File: src/rtl/cpu_ctrl_fsm_pkg.sv
// cpu_ctrl_pkg: opcode, step and ALU encodings shared by the processor control unit.
// Revision: 1.0
`default_nettype none

package cpu_ctrl_pkg;

    typedef enum logic [1:0] {
        T0 = 2'd0,
        T1 = 2'd1,
        T2 = 2'd2,
        T3 = 2'd3
    } step_t;

    localparam logic [2:0] OP_MV   = 3'b000;
    localparam logic [2:0] OP_MVI  = 3'b001;
    localparam logic [2:0] OP_ADD  = 3'b010;
    localparam logic [2:0] OP_SUB  = 3'b011;
    localparam logic [2:0] OP_AND  = 3'b100;
    localparam logic [2:0] OP_MVNZ = 3'b101;
    localparam logic [2:0] OP_OUT  = 3'b110;
    localparam logic [2:0] OP_ILL  = 3'b111;

    localparam logic [1:0] ALU_ADD = 2'b00;
    localparam logic [1:0] ALU_SUB = 2'b01;
    localparam logic [1:0] ALU_AND = 2'b10;

endpackage

`default_nettype wire

File: src/rtl/cpu_ctrl_fsm_onehot_dec.sv
// onehot_dec: register index to one-hot vector, gated by an enable.
// Revision: 1.0
`default_nettype none

module onehot_dec #(
    parameter int RW = 3
) (
    input  logic [RW-1:0]    idx,
    input  logic             en,
    output logic [2**RW-1:0] onehot
);

    for (genvar i = 0; i < 2**RW; i++) begin : g_bit
        assign onehot[i] = en && (idx == RW'(i));
    end

endmodule

`default_nettype wire

File: src/rtl/cpu_ctrl_fsm.sv
// cpu_ctrl_fsm: multi-cycle control unit sequencing register file, A/G and ALU over T0-T3.
// Revision: 1.0
`default_nettype none

module cpu_ctrl_fsm
    import cpu_ctrl_pkg::*;
#(
    parameter int RW   = 3,
    parameter int DW   = 16,
    parameter int CNTW = 16
) (
    input  logic              clk,
    input  logic              rstn,
    input  logic              run,
    input  logic [DW-1:0]     din,
    input  logic              g_nz,
    output logic              ir_in,
    output logic [2**RW-1:0]  rin,
    output logic [2**RW-1:0]  rout,
    output logic              din_out,
    output logic              g_out,
    output logic              ain,
    output logic              gin,
    output logic [1:0]        alu_op,
    output logic              ext_en,
    output logic              done,
    output logic              err,
    output logic              busy,
    output logic [CNTW-1:0]   instr_cnt
);

    localparam int NREG = 2**RW;
    localparam int IRW  = 3 + 2*RW;

    step_t            step;
    step_t            step_nxt;
    logic [IRW-1:0]   ir;
    logic [2:0]       op;
    logic [RW-1:0]    x;
    logic [RW-1:0]    y;
    logic [NREG-1:0]  x_oh;
    logic [NREG-1:0]  y_oh;
    logic             rin_x;
    logic             rout_x;
    logic             rout_y;

    assign op = ir[IRW-1 -: 3];
    assign x  = ir[2*RW-1 -: RW];
    assign y  = ir[RW-1:0];

    onehot_dec #(.RW(RW)) u_dec_x (.idx(x), .en(1'b1), .onehot(x_oh));
    onehot_dec #(.RW(RW)) u_dec_y (.idx(y), .en(1'b1), .onehot(y_oh));

    // Only the low IRW bits of din form an instruction; the rest is immediate data.
    if (DW > IRW) begin : g_din_upper
        logic unused_din_upper;
        assign unused_din_upper = ^din[DW-1:IRW];
    end

    always_ff @(posedge clk) begin
        if (!rstn) begin
            step      <= T0;
            ir        <= '0;
            instr_cnt <= '0;
        end else begin
            step <= step_nxt;
            if (ir_in)
                ir <= din[IRW-1:0];
            if (done)
                instr_cnt <= instr_cnt + 1'b1;
        end
    end

    always_comb begin
        step_nxt = step;
        ir_in    = 1'b0;
        rin_x    = 1'b0;
        rout_x   = 1'b0;
        rout_y   = 1'b0;
        din_out  = 1'b0;
        g_out    = 1'b0;
        ain      = 1'b0;
        gin      = 1'b0;
        alu_op   = 2'b00;
        ext_en   = 1'b0;
        done     = 1'b0;
        err      = 1'b0;

        case (step)
            T0: begin
                ir_in = run;
                if (run)
                    step_nxt = T1;
            end
            T1: begin
                step_nxt = T0;
                case (op)
                    OP_MV: begin
                        rout_y = 1'b1;
                        rin_x  = 1'b1;
                        done   = 1'b1;
                    end
                    OP_MVI: begin
                        din_out = 1'b1;
                        rin_x   = 1'b1;
                        done    = 1'b1;
                    end
                    OP_MVNZ: begin
                        rout_y = g_nz;
                        rin_x  = g_nz;
                        done   = 1'b1;
                    end
                    OP_OUT: begin
                        rout_x = 1'b1;
                        ext_en = 1'b1;
                        done   = 1'b1;
                    end
                    OP_ILL: begin
                        done = 1'b1;
                        err  = 1'b1;
                    end
                    default: begin
                        rout_x   = 1'b1;
                        ain      = 1'b1;
                        step_nxt = T2;
                    end
                endcase
            end
            T2: begin
                rout_y   = 1'b1;
                gin      = 1'b1;
                alu_op   = (op == OP_SUB) ? ALU_SUB :
                           (op == OP_AND) ? ALU_AND : ALU_ADD;
                step_nxt = T3;
            end
            default: begin
                g_out    = 1'b1;
                rin_x    = 1'b1;
                done     = 1'b1;
                step_nxt = T0;
            end
        endcase

        rin  = rin_x  ? x_oh : '0;
        rout = rout_x ? x_oh : (rout_y ? y_oh : '0);
        busy = (step != T0);
    end

endmodule

`default_nettype wire

File: config.mk
export PLATFORM = sky130hd
export DESIGN_NAME = cpu_ctrl_fsm
export DESIGN_NICKNAME = d
export VERILOG_FILES = /design/src/rtl/cpu_ctrl_fsm_pkg.sv /design/src/rtl/cpu_ctrl_fsm_onehot_dec.sv /design/src/rtl/cpu_ctrl_fsm.sv
export SDC_FILE = /design/constraint.sdc
export NUM_CORES = 1
export LEC_CHECK = 0
export CORE_ASPECT_RATIO = 0.75
export CORE_MARGIN = 2
export CORE_UTILIZATION = 40
export CTS_CLUSTER_DIAMETER = 80
export DETAILED_ROUTE_END_ITERATION = 6
export GPL_TIMING_DRIVEN = 0
export PLACE_DENSITY_LB_ADDON = 0.08
export SYNTH_ARGS = -nofsm -noshare
export SYNTH_HDL_FRONTEND = slang
export SYNTH_SLANG_ARGS = --single-unit
File: constraint.sdc
create_clock -name clk -period 2.6 [get_ports clk]
set_input_delay 0.52 -clock clk [delete_from_list [all_inputs] [get_ports clk]]
set_output_delay 0.52 -clock clk [all_outputs]
set_load 0.005 [all_outputs]
==> reports/qor.yml, run 1 <==
portBuffers: 55
final_nets: 304
grt_antenna_before_repair: 0
setup_viol: 0
cts_tree: "yes"
final_cells: 330
synthTopCellsByArea: "dfxtp_1 34%, nand2_1 8.2%, a21oi_1 6.5%"
hold_path_class: "flip-flop to flip-flop"
syn_inst: 207
fin_worst_skew_ns: 0.00561
numCtsBuffers: 3
tns_ns: 0
die_h_um: 58.9
hold_viol_final: 0
via_count: 1777
p_leak_nw: 0.880
grt_pass1_vias: 1518
async_flop_share_pct: 0
place_ws_ns: -0.309
whs_ns: 0.501
synth_flop_cell: "dfxtp_1"
reg2reg_slack_ns: 0.38
fmax_mhz: 397
fin_area_mm2: 0.00242
crit_type: "flip-flop to primary output"
syn_avg_cell_area_um2: 7.77
setup_slack_ns: 0.0786
synth_seq_area_share_pct: 33.6
worstSkewPairLatency_ns: 0.28
cts_buffer_depth: 2
cts.sinks: 27
syn-num-nets: 232
switching_share_pct: 31.7
die_w_um: 77.2
critPathSlowestCell: "dfxtp_2"
yosysTopAreaCellShare_pct: 33.6
slew_violations: 0
worst_path_largest_cell_delay_ns: 0.34
p_total_mw: 1.09
dr.pass1.iters: 4
p_int_uw: 744
yosysWarnings: 0
wl_mm: 4.47
drc_errors: 0
ys_types: 45
row_count: 19
synth_seq_cells: 27
place_area_mm2: 0.00222
period_needed_ns: 2.52
slew_headroom_pct: 73.1
dieArea_mm2: 0.00455
final_util_pct: 64.3
path_clk_slew_ns: 0.10
status: "completed"
areaGrowthSynthToFinish_pct: 50.3
antenna_cells: 0
place_congestion: 0.740
wire_per_inst_um: 13.5
worstPathCellList: "inv_2 -> ha_2 -> clkbuf_8 -> nand2b_2 -> o32ai_2 -> a21oi_2 -> buf_4 -> o22ai_1 -> clkdlybuf4s15_1"
io_pins: 63
grt_max_degree: 17
power_density_mw_per_mm2: 451
switchingPower_uw: 346
required_ns: 2.08
vdd_drop_max_mv: 0.340
htreeDepth: 1
initial_utilization_pct: 42.8
grt.total_usage_pct: 19.6
worstMarginPinSlew_ns: 0.404
cp-end-kind: "primary output"
synth_area_leader_cell: "dfxtp_1"
root_buffer: "clkbuf_8"
arrival_ns: 2.00
synth_edf_count: 0
fin_crit_sh_pct: 97.0
clock_power_share_pct: 22.8
dp_hpwl_mm: 3.24
path_max_fanout: 8
core-area_mm2: 0.00376
viasPerCell: 5.38
maxCapViolCount: 0
combPwrFrac_pct: 34.6
crit_path_start_kind: "flip-flop"
drtIter0Drc: 111
seqPwrFrac_pct: 42.7
grt_overflow: 0
syn_area_mm2: 0.00161
grt_pass1_wl_mm: 7.13
holdBufCountCts: 0
drive_gt1_share_pct: 19.1
fill_cells: 358
antenna_left: 0
post-place-cells: 314
[final cells by class]
type                       instances  area (µm²)  share of cell area, %
buffer                            10        90.1                   3.73
timing repair buffer              67         599                   24.8
multi-input combinational        161        1030                   42.5
sequential                        27         546                   22.6
clock inverter                     1        7.51                  0.311
inverter                           9        40.0                   1.66
tap                               52        65.1                   2.69
clock buffer                       3        41.3                   1.71
[per-layer routing]
layer	vias to the layer above	part of all wire, %	GRT usage, %
met5	-	0	0
met4	0	0.47	3.57
met3	4	5.9	3.68
met2	46	45	30.7
met1	830	49	28.5
li1	897	-	-
[state kept, by name, indices dropped and copies added (netlist names)]
| register | cells |
|---|---|
| instr_cnt | 16 |
| ir | 9 |
| step | 2 |
[worst max-delay path: cells and delay by family (launching register included)]
family	cells	cell delay (ns)
buffers and inverters	4	0.64
AOI/OAI and AO/OA	3	0.46
DFF	1	0.34
adders and majority gates	1	0.19
and+or+nand+nor	1	0.10
[worst paths after layout]
check                                     startpoint                    endpoint  depth (start not counted)
worst max-delay path            step[1]$_SDFFE_PN0P_                     rout[7]                          9
worst min-delay path              ir[4]$_SDFFE_PN0P_          ir[4]$_SDFFE_PN0P_                          2
worst max register to register  step[0]$_SDFFE_PN0P_  instr_cnt[12]$_SDFFE_PN0P_                         10
worst min register to register    ir[4]$_SDFFE_PN0P_          ir[4]$_SDFFE_PN0P_                          2
[Yosys cell counts, types with 2 or more instances]
cell,n
o31a_1,2
nor2b_1,3
nor2_1,15
a31oi_1,2
nor4_1,2
buf_6,4
or3_1,3
o31ai_1,7
a21boi_0,2
o21ai_0,5
inv_1,8
or4_1,7
buf_4,2
nand4_1,5
nor3_1,2
a21oi_1,21
nand3_1,8
nand2b_1,6
nand2_1,35
o21a_1,2
o22ai_1,10
dfxtp_1,27
and4_1,2
clkbuf_1,2
ha_1,5
[power groups by stage]
stage	clock network, mW	registers, mW	logic (mW)
floorplan	0	0.467	0.172
global placement	0	0.471	0.286
CTS	0.258	0.463	0.350
global route	0.280	0.469	0.410
finish	0.248	0.465	0.377
detailed placement	0	0.472	0.289
[cell families after synthesis]
group / Yosys count / synth area share [%]
fa+ha+maj: 5 / 3.89
xor+xnor: 1 / 0.545
simple gates: 97 / 31.0
flops: 27 / 33.6
mux: 1 / 0.623
buf+inv: 19 / 7.70
compound gates: 57 / 22.6
[placed cells by master, fill, tap and decap left out, drive strengths merged, types with 3 or more instances in the layout]
cell	count
nand2b	6
inv	8
clkbuf	13
o22ai	10
dlygate4sd2	7
buf	18
clkdlybuf4s50	38
o21ai	5
nor2	15
nor2b	3
nor3	3
o31ai	7
a21oi	21
ha	5
nand3	8
dfxtp	27
or3	4
or4	7
nand2	35
nand4	5
[what timing repair did]
| item | in CTS | in global routing |
|---|---|---|
| setup endpoints to repair | 18 | 14 |
| pin swaps | 2 | 3 |
| hold endpoints to repair | 0 | 0 |
| gates resized for setup | 28 | 27 |
| setup buffers | 10 | 2 |
| gates cloned | 0 | 0 |
No activity file was read; power rests on OpenSTA's default activity.
==> run 2, diff against run 1 <==
==> constraint.sdc (replaced) <==
create_clock -name clk -period 2.6 [get_ports clk]
set_input_delay 0.39 -clock clk [delete_from_list [all_inputs] [get_ports clk]]
set_output_delay 0.39 -clock clk [all_outputs]
set_load 0.005 [all_outputs]
==> run 2 against run 1 <==
  * Clock power barely moved
  * Die area did not move
  * Maximum frequency down 0.65%
  * First-iteration DRC count decreased by 4.5%
  * Register-to-register slack improved by 0.07 ns
  * Critical endpoint is now rin[0]
  * Power decreased by 3.6%
  * Count of clock-buffer cells in the layout unchanged
  * Cell area decreased by 1.6%
  * Global-route usage is 0.90 points lower
  * Critical path depth down 1
==> reports/qor.yml, run 2 (synthesized netlist as in run 1, its figures left out) <==
cp-end-kind: "primary output"  # unchanged
grt.total_usage_pct: 18.7  # was 19.6%
post-place-cells: 314  # unchanged
seq_area_um2: 543  # was 546 µm²
place_area_mm2: 0.00222  # unchanged
final_nets: 298  # was 304
top_regs: "instr_cnt x16, ir x9, step x2"  # unchanged
grt_max_degree: 17  # unchanged
final_cells: 324  # was 330
dieArea_mm2: 0.00455  # unchanged
path_max_fanout: 10  # was 8
antenna_left: 0  # unchanged
hold_viol_final: 0  # unchanged
final_cell_mix: "40 x clkdlybuf4s50_1, 33 x nand2_1, 25 x dfxtp_1"  # was 38 x clkdlybuf4s50_1, 33 x nand2_1, 25 x dfxtp_1
viasPerCell: 5.29  # was 5.38
grt_antenna_before_repair: 0  # unchanged
top_register: "instr_cnt"  # unchanged
r2r_start: "step[1]$_SDFFE_PN0P_"  # was step[0]$_SDFFE_PN0P_
root_buffer: "clkbuf_8"  # unchanged
numCtsBuffers: 3  # unchanged
fin_crit_sh_pct: 97.6  # was 97.0%
crit_path_start_kind: "flip-flop"  # unchanged
slew_headroom_pct: 72.9  # was 73.1%
drt-met1-wl_mm: 2.18  # was 2.19 mm
antenna_cells: 0  # unchanged
io_pins: 63  # unchanged
required_ns: 2.21  # was 2.08 ns
fin_worst_skew_ns: 0.00821  # was 0.00561 ns
fmax_mhz: 394  # was 397 MHz
grt_pass1_vias: 1461  # was 1518
core-area_mm2: 0.00376  # unchanged
die_w_um: 77.2  # unchanged
worstSkewPairLatency_ns: 0.28  # about the same
cts_buffer_depth: 2  # unchanged
worstMarginPinSlew_ns: 0.407  # was 0.404 ns
fin_area_mm2: 0.00238  # was 0.00242 mm²
setup_slack_ns: 0.0623  # was 0.0786 ns
period_needed_ns: 2.54  # was 2.52 ns
initial_utilization_pct: 42.8  # unchanged
crit_start: "step[1]$_SDFFE_PN0P_"  # unchanged
multiInputGateArea_um2: 992  # was 0.00103 mm²
wire_per_inst_um: 13.2  # was 13.5 µm
grt_pass1_wl_mm: 6.82  # was 7.13 mm
route.met3.wl_um: 205  # was 262 µm
drive_gt1_share_pct: 13.2  # was 19.1%
final_util_pct: 63.3  # was 64.3%
wl_mm: 4.26  # was 4.47 mm
hold_path_class: "flip-flop to flip-flop"  # unchanged
topRoutingLayerUsed: "met4"  # unchanged
wl_met2_mm: 1.85  # was 1.99 mm
crit_type: "flip-flop to primary output"  # unchanged
p_leak_nw: 0.957  # was 0.880 nW
cts_tree: "yes"  # unchanged
maxCapViolCount: 0  # unchanged
grt_overflow: 0  # unchanged
areaGrowthSynthToFinish_pct: 47.9  # was 50.3%
setup_viol: 0  # unchanged
slew_violations: 0  # unchanged
via_count: 1713  # was 1777
dp_hpwl_mm: 3.24  # unchanged
largest_register_ffs: 16  # unchanged
die_h_um: 58.9  # unchanged
drc_errors: 0  # unchanged
status: "completed"  # unchanged
fill_cells: 361  # was 358
drtIter0Drc: 106  # was 111
dr.pass1.iters: 4  # unchanged
vdd_drop_max_mv: 0.380  # was 0.340 mV
cts.sinks: 27  # unchanged
holdBufCountCts: 0  # unchanged
path_clk_slew_ns: 0.10  # about the same
arrival_ns: 2.15  # was 2.00 ns
htreeDepth: 1  # unchanged
row_count: 19  # unchanged
place_ws_ns: -0.0488  # was -0.309 ns
power_density_mw_per_mm2: 442  # was 451 mW/mm²
portBuffers: 55  # unchanged
place_congestion: 0.740  # unchanged
layout_commonest_cell: "clkdlybuf4s50_1"  # unchanged
hold_start: "ir[4]$_SDFFE_PN0P_"  # unchanged
[run 2: repair_timing]
action / in CTS / in global routing
setup endpoints to repair: 17 / 14
pin swaps: 1 / 1
setup buffers: 1 / 5
resized for setup: 15 / 14
[run 2: layer usage]
metal,global-route usage (%),vias to the layer above
met4,3.06,0
met5,0,-
met2,28.3,48
met1,27.9,780
met3,3.68,4
li1,-,881
[run 2: final timing paths]
path,slack (ns),cells past startpoint,end
hold reg to reg,0.50,2,ir[4]$_SDFFE_PN0P_
hold / removal,0.50,2,ir[4]$_SDFFE_PN0P_
setup / recovery,0.06,8,rin[0]
setup reg to reg,0.45,10,instr_cnt[12]$_SDFFE_PN0P_
[run 2: layout make-up]
type / count / area share [%]
plain buffers: 10 / 3.79
well taps: 52 / 2.74
clock buffers: 3 / 1.74
flip-flops and latches: 27 / 22.8
repair buffers: 61 / 25.4
clock inverters: 1 / 0.316
inverters: 9 / 1.47
multi-input cells: 161 / 41.7
[run 2: stage by stage]
step	setup TNS [ns]	hold WS (ns)	power [mW]
floorplan	0	0.465	0.639
global placement	-0.0157	0.483	0.757
detailed placement	-0.103	0.486	0.761
CTS	0	0.501	1.03
global route	-0.0285	0.521	1.12
finish	0	0.500	1.05
[run 2: report_power, final]
group | internal [mW] | total, mW | leakage, nW | switching (mW)
clock | 0.109 | 0.246 | 0.0217 | 0.137
sequential | 0.437 | 0.463 | 0.220 | 0.0262
combinational | 0.176 | 0.341 | 0.715 | 0.164
[run 2: worst max-delay path, cell delays in order, from the launching register on]
cell and delay (ns):
dfxtp_2 0.36, inv_2 0.06, ha_2 0.17, clkbuf_8 0.16, nor3_4 0.22, o21bai_4 0.18, nand2b_4 0.08, nor2_1 0.11
clkdlybuf4s50_1 0.54
==> run 3, diff against run 2 <==
Settings changed: ABC_CLOCK_PERIOD_IN_PS set to 2600.
==> results of run 3 <==
The final DEF is identical to that of run 2; final timing and power are the same.
